**config.mk**
```make
export PLATFORM = sky130hd
export DESIGN_NAME = reg_bank_reader_flat
export DESIGN_NICKNAME = d
export VERILOG_FILES = /design/src/rtl/reg_bank_reader_pkg.sv /design/src/rtl/reg_bank_reader_if.sv /design/src/rtl/reg_word_mux.sv /design/src/rtl/reg_bank_reader.sv /design/src/flat_wrapper.sv
export SDC_FILE = /design/constraint.sdc
export NUM_CORES = 1
export LEC_CHECK = 0
export CORE_MARGIN = 2
export CORE_UTILIZATION = 40
export DETAILED_ROUTE_END_ITERATION = 16
export PLACE_DENSITY = 0.75
export SLEW_MARGIN = 20
export SYNTH_ARGS = -nofsm -noshare
export SYNTH_HDL_FRONTEND = slang
export SYNTH_HIERARCHICAL = 1
export SYNTH_SLANG_ARGS = --single-unit
```
**constraint.sdc**
```tcl
create_clock -name clk -period 1.7 [get_ports clk]
set_input_delay 0.34 -clock clk [delete_from_list [all_inputs] [get_ports clk]]
set_output_delay 0.34 -clock clk [all_outputs]
set_load 0.05 [all_outputs]
```
**src/rtl/reg_bank_reader_pkg.sv**
```systemverilog
// Shared CPU register-bank package: bank geometry and the read-port state type.
package reg_bank_reader_pkg;

  localparam int CPU_DATA_W   = 4;
  localparam int CPU_ADDR_W   = 2;
  localparam int CPU_NUM_REGS = 2 ** CPU_ADDR_W;

  typedef enum logic [1:0] {
    IDLE    = 2'd0,
    FETCH   = 2'd1,
    PRESENT = 2'd2
  } reader_state_t;

endpackage

```
**src/rtl/reg_bank_reader_if.sv**
```systemverilog
// Request and output-stream signals of the register-bank read port.
// Optional macro READER_PARITY_EN adds the dout_par signal.
interface reg_bank_reader_if #(
  parameter int DATA_W = 4,
  parameter int ADDR_W = 2
);

  logic              rd_req;
  logic [ADDR_W-1:0] rd_addr;
  logic [ADDR_W:0]   rd_len;
  logic              rd_busy;
  logic [DATA_W-1:0] dout;
  logic              dout_valid;
  logic              dout_ready;
  logic              rd_done;
  logic              rd_err;
`ifdef READER_PARITY_EN
  logic              dout_par;
`endif

  // Requester / consumer side.
  modport master (
    output rd_req, rd_addr, rd_len, dout_ready,
`ifdef READER_PARITY_EN
    input  dout_par,
`endif
    input  rd_busy, dout, dout_valid, rd_done, rd_err
  );

  // Reader side.
  modport slave (
    input  rd_req, rd_addr, rd_len, dout_ready,
`ifdef READER_PARITY_EN
    output dout_par,
`endif
    output rd_busy, dout, dout_valid, rd_done, rd_err
  );

endinterface

```
**src/rtl/reg_word_mux.sv**
```systemverilog
// Combinational word selector from a flattened register bank.
module reg_word_mux #(
  parameter int NUM_REGS = 4,
  parameter int DATA_W   = 4,
  parameter int ADDR_W   = 2
) (
  input  logic [NUM_REGS*DATA_W-1:0] i_regs_q,
  input  logic [ADDR_W-1:0]          i_addr,
  output logic [DATA_W-1:0]          o_word
);

  // Pick the slice belonging to the addressed register.
  always_comb begin
    o_word = '0;
    for (int i = 0; i < NUM_REGS; i++) begin
      if (i_addr == ADDR_W'(i)) begin
        o_word = i_regs_q[i*DATA_W +: DATA_W];
      end
    end
  end

endmodule

```
**src/rtl/reg_bank_reader.sv**
```systemverilog
// Burst read port for the enable-load register bank: snapshots one word per
// FETCH and presents it on a valid/ready stream.
// Optional macro READER_PARITY_EN adds the even-parity output dout_par.
module reg_bank_reader
  import reg_bank_reader_pkg::*;
#(
  parameter int NUM_REGS = CPU_NUM_REGS,
  parameter int DATA_W   = CPU_DATA_W,
  parameter int ADDR_W   = CPU_ADDR_W
) (
  input  logic                       clk,
  input  logic                       reset,
  input  logic [NUM_REGS*DATA_W-1:0] regs_q,
  reg_bank_reader_if.slave           bus
);

  localparam logic [ADDR_W:0] LEN_MAX = (ADDR_W + 1)'(NUM_REGS);

  reader_state_t     r_state;
  logic [ADDR_W-1:0] r_addr;
  logic [ADDR_W:0]   r_remaining;
  logic [DATA_W-1:0] r_dout;
  logic              r_valid;
  logic              r_done;
  logic              r_err;
  logic [DATA_W-1:0] w_word;
`ifdef READER_PARITY_EN
  logic              r_par;
`endif

  reg_word_mux #(
    .NUM_REGS (NUM_REGS),
    .DATA_W   (DATA_W),
    .ADDR_W   (ADDR_W)
  ) u_word_mux (
    .i_regs_q (regs_q),
    .i_addr   (r_addr),
    .o_word   (w_word)
  );

  // Read FSM with its counters and registered outputs.
  always_ff @(posedge clk) begin
    if (reset) begin
      r_state     <= IDLE;
      r_addr      <= '0;
      r_remaining <= '0;
      r_dout      <= '0;
      r_valid     <= 1'b0;
      r_done      <= 1'b0;
      r_err       <= 1'b0;
`ifdef READER_PARITY_EN
      r_par       <= 1'b0;
`endif
    end else begin
      r_done <= 1'b0;
      r_err  <= 1'b0;
      case (r_state)
        IDLE: begin
          if (bus.rd_req) begin
            if (bus.rd_len != '0 && bus.rd_len <= LEN_MAX) begin
              r_addr      <= bus.rd_addr;
              r_remaining <= bus.rd_len;
              r_state     <= FETCH;
            end else begin
              r_err <= 1'b1;
            end
          end
        end
        FETCH: begin
          r_dout  <= w_word;
          r_valid <= 1'b1;
`ifdef READER_PARITY_EN
          r_par   <= ^w_word;
`endif
          r_state <= PRESENT;
        end
        PRESENT: begin
          if (r_valid && bus.dout_ready) begin
            r_valid <= 1'b0;
            if (r_remaining == (ADDR_W + 1)'(1)) begin
              r_done  <= 1'b1;
              r_state <= IDLE;
            end else begin
              // Address wraps naturally because NUM_REGS == 2**ADDR_W.
              r_remaining <= r_remaining - 1'b1;
              r_addr      <= r_addr + 1'b1;
              r_state     <= FETCH;
            end
          end
        end
        default: r_state <= IDLE;
      endcase
    end
  end

  // Busy is decoded from state; everything else comes straight from registers.
  assign bus.rd_busy    = (r_state != IDLE);
  assign bus.dout       = r_dout;
  assign bus.dout_valid = r_valid;
  assign bus.rd_done    = r_done;
  assign bus.rd_err     = r_err;
`ifdef READER_PARITY_EN
  assign bus.dout_par   = r_par;
`endif

endmodule

```
**src/flat_wrapper.sv**
```systemverilog
// flat-port wrapper written by rule: the top's interface ports become plain ports
module reg_bank_reader_flat import reg_bank_reader_pkg::*;
#(
  parameter int NUM_REGS = CPU_NUM_REGS,
  parameter int DATA_W   = CPU_DATA_W,
  parameter int ADDR_W   = CPU_ADDR_W
)
  (clk, reset, regs_q, bus_rd_req, bus_rd_addr, bus_rd_len, bus_dout_ready, bus_rd_busy, bus_dout, bus_dout_valid, bus_rd_done, bus_rd_err);
  reg_bank_reader_if #(.DATA_W(DATA_W), .ADDR_W(ADDR_W)) bus_i ();
  input  logic clk;
  input  logic reset;
  input  logic [NUM_REGS*DATA_W-1:0] regs_q;
  input wire logic [$bits(bus_i.rd_req)-1:0] bus_rd_req;
  input wire logic [$bits(bus_i.rd_addr)-1:0] bus_rd_addr;
  input wire logic [$bits(bus_i.rd_len)-1:0] bus_rd_len;
  input wire logic [$bits(bus_i.dout_ready)-1:0] bus_dout_ready;
  output wire logic [$bits(bus_i.rd_busy)-1:0] bus_rd_busy;
  output wire logic [$bits(bus_i.dout)-1:0] bus_dout;
  output wire logic [$bits(bus_i.dout_valid)-1:0] bus_dout_valid;
  output wire logic [$bits(bus_i.rd_done)-1:0] bus_rd_done;
  output wire logic [$bits(bus_i.rd_err)-1:0] bus_rd_err;
  assign bus_i.rd_req = bus_rd_req;
  assign bus_i.rd_addr = bus_rd_addr;
  assign bus_i.rd_len = bus_rd_len;
  assign bus_i.dout_ready = bus_dout_ready;
  assign bus_rd_busy = bus_i.rd_busy;
  assign bus_dout = bus_i.dout;
  assign bus_dout_valid = bus_i.dout_valid;
  assign bus_rd_done = bus_i.rd_done;
  assign bus_rd_err = bus_i.rd_err;
  reg_bank_reader #(.NUM_REGS(NUM_REGS), .DATA_W(DATA_W), .ADDR_W(ADDR_W)) u_core (.clk(clk), .reset(reset), .regs_q(regs_q), .bus(bus_i));
endmodule
```
==> summary.md, run 1 <==
| Metric | Value |
|---|---|
| Status | `complete, no violations` |
| Placed Instance Area | `1206 sq um` |
| Largest net degree at the start of global routing | `15` |
| Drt wl/cell | `14.57 microns` |
| Via Count | `780` |
| Antenna Cells | `0` |
| Vias per inst | `5.417` |
| CTS-repair resized insts | `0` |
| Row cnt | `16` |
| CTS buffer count | `3` |
| Pwr Density | `743.1 nW/um^2` |
| VDD IR max | `0.3954 mV` |
| Sequential fraction of the synthesis area | `33.79%` |
| DPL Wire Length | `1635 microns` |
| H-tree levels | `1` |
| Cell taking the most area after synthesis | `dfxtp_1` |
| Leakage dissipation | `0.4959 nW` |
| Critical Path Fanout Max | `4` |
| Floorplan core area | `1962 sq um` |
| Number of global-route vias before repair | `798` |
| PortBufs | `32` |
| Worst Reg-to-Reg Cells | `6` |
| Root buf cell | `clkbuf_4` |
| Worst R2R Start | `u_core/r_remaining[1]$_SDFFE_PP0P_` |
| First-pass GRT wire length | `3415 microns` |
| Die area | `2454 sq um` |
| Die outline height | `49.54 microns` |
| Post-Synth Adder-Cell Area | `3.017%` |
| Initial Util | `42.28%` |
| All-Layer GR Usage | `17.97%` |
| Filler cell count | `176` |
| Slew @ Worst Pin | `0.3938 ns` |
| Die X | `49.54 microns` |
| Clock Tree Buf Depth | `2` |
| WHS Endpoint | `u_core/bus.dout[3]$_SDFFE_PP0P_` |
| Initial DRC count | `19` |
| Synth area leaders | `dfxtp_1 (34%), mux4_1 (13%), nor2_1 (5.0%)` |
| Max Fclk | `0.6087 GHz` |
| Crit. End Element | `flop` |
| Reg-to-Reg End | `u_core/r_remaining[1]$_SDFFE_PP0P_` |
| CP startpoint kind | `input port` |
| Crit Path Class | `in2reg` |
| Total chip power | `932.6 uW` |
| Worst hold path stage count | `2` |
| EDFF count, synth | `0` |
| Drt pass-1 iters | `4` |
| CTS Hold Bufs | `0` |
| Share of layout cells above drive strength 1 | `29.06%` |
| Layout Skew | `0.0008789 ns` |
| Initial antenna violation count | `0` |
| Clk pin slew, worst setup/hold paths | `0.09 ns` |
| Post-route ant nets | `0` |
| Maximum capacitance violations | `0` |
| FFs w/ async S/R, synth | `0%` |
| Post-CTS setup buffers | `0` |
| Type of the most critical hold path | `reg2reg` |
| Final hold vios | `0` |
| Clock Sinks | `14` |
| Post-synth top cells | `dfxtp_1 (14), nor2_1 (11), mux2i_1 (4), mux4_1 (4)` |
| Slew headroom | `73.69%` |
| Setup-failing EPs final | `0` |
| Worst Path Required | `1.89 ns` |
| Syn avg cell area | `10.77 sq um` |
| Largest family of logic cells by synthesized area | `compound AO/OA/AOI/OAI gates` |
| Final core occ | `63.97%` |
| Pins over their slew limit | `0` |
| Hold path startpoint | `u_core/bus.dout[3]$_SDFFE_PP0P_` |
| P&R area growth vs syn | `51.28%` |
| Synth top area share | `33.79%` |
| Distinct cells, synth | `33` |
| Final period util | `96.63%` |
| Drc violations | `0` |
| Post-synthesis cell count | `77` |
| Syn. warnings | `6` |
| CTS tree | `built` |
| Cell Area, Synth | `829.5 sq um` |
| Final instance area | `1255 sq um` |
| Final #Nets | `145` |
| Clock latency on the worst-skew pair | `0.28 ns` |
| Final WL | `2098 microns` |
| Dominant cell by count in the synthesized netlist | `dfxtp_1` |
| Yosys reg bits | `14` |
| Synth Area in Compound Gates | `23.23%` |
| Post-synthesis mux area share | `17.50%` |
| Top_reg_cell synth | `dfxtp_1` |
| Area share of and/or/nand/nor cells after synthesis | `20.21%` |
| Final Wtd Congestion | `0.7834` |
| GR Overflow Total | `0` |
| I/O pin cnt | `33` |
| Worst endpoint data arrival time | `1.83 ns` |
| XOR/XNOR Fraction of Synth Area | `0%` |
| Syn Nets | `104` |
| Fin crit period | `1.643 ns` |
| RSZ-0062 raised after global routing | `false` |
| Reg2reg setup slack | `0.10 ns` |
==> cell usage in the layout (no fill, tap or decap), types with 3 or more instances in the layout <==
cell	instances
nand2b_1	3
a211oi_1	3
clkbuf_4	3
mux4_1	4
dfxtp_1	13
clkdlybuf4s50_1	24
buf_4	15
a21oi_1	3
nor2_1	11
nor2b_1	3
mux2i_1	4
==> area by class of cell <==
| type | instances | area (sq um) | area share [%] |
|---|---|---|---|
| Clock buffer | 4 | 36.28 | 2.891 |
| Inverter | 2 | 7.507 | 0.5982 |
| Multi-Input combinational cell | 58 | 543.0 | 43.27 |
| Sequential cell | 14 | 281.5 | 22.43 |
| Tap cell | 27 | 33.78 | 2.692 |
| Timing Repair Buffer | 39 | 352.8 | 28.12 |
==> sequential cells by signal, summed over array words and instances (netlist names) <==
signal and count:
u_core/bus.dout_valid 1, u_core/bus.rd_err 1, u_core/r_remaining 3, u_core/bus.rd_done 1
u_core/r_state 2, u_core/bus.dout 4, u_core/r_addr 2
==> kinds of logic after synthesis <==
logic type,Yosys count
buf+inv,5
compound gates,19
simple gates,29
mux,8
fa+ha+maj,2
flops,14
==> worst max-delay path: stages <==
cell	delay [ns]
clkdlybuf4s50_1	0.45
or3_4	0.43
a21oi_4	0.25
nor2_2	0.07
a311oi_1	0.29
==> how the worst max path moves through the flow <==
stage / startpoint / end / slack (ns)
global placement: bus_rd_req / u_core/r_remaining[1]$_SDFFE_PP0P_ / -0.18
detailed placement: bus_rd_len[0] / u_core/r_addr[1]$_SDFFE_PP0P_ / -0.23
floorplan: u_core/bus.dout_valid$_SDFFE_PP0P_ / u_core/r_remaining[1]$_SDFFE_PP0P_ / 0.17
CTS: bus_rd_len[0] / u_core/r_addr[1]$_SDFFE_PP0P_ / 0.07
finish: bus_rd_len[0] / u_core/r_addr[0]$_SDFFE_PP0P_ / 0.06
global route: bus_rd_len[1] / u_core/r_addr[0]$_SDFFE_PP0P_ / 0.007
==> metal layers <==
layer | GRT usage (%) | wire, microns
met1 | 20.72 | 844
met2 | 32.67 | 1097
met3 | 2.727 | 140
met4 | 7.407 | 16
met5 | 0 | 0
==> power by group <==
part	internal [mW]	total, mW	switching [mW]
Clock	0.130	0.247	0.117
Sequential	0.352	0.376	0.0241
Combinational	0.157	0.309	0.152
==> through the flow <==
step	hold slack (ns)	setup TNS, ns	cells	setup slack (ns)
after CTS	0.5089	0	144	0.07238
final	0.5066	0	144	0.05724
after floorplan	0.4062	0	77	0.1676
after global routing	0.5313	0	144	0.006658
after detailed placement	0.4879	-1.027	140	-0.2284
after global placement	0.4759	-0.7476	140	-0.1816
Note: power is estimated with default switching activity, not from simulation.
==> run 2: changes to the inputs <==
--- a/config.mk
+++ b/config.mk
@@ -9,7 +9,6 @@
 export CORE_UTILIZATION = 40
 export DETAILED_ROUTE_END_ITERATION = 16
 export PLACE_DENSITY = 0.75
-export SLEW_MARGIN = 20
 export SYNTH_ARGS = -nofsm -noshare
 export SYNTH_HDL_FRONTEND = slang
 export SYNTH_HIERARCHICAL = 1
==> results of run 2 <==
Final layout, timing and power as in run 1 (identical DEF).
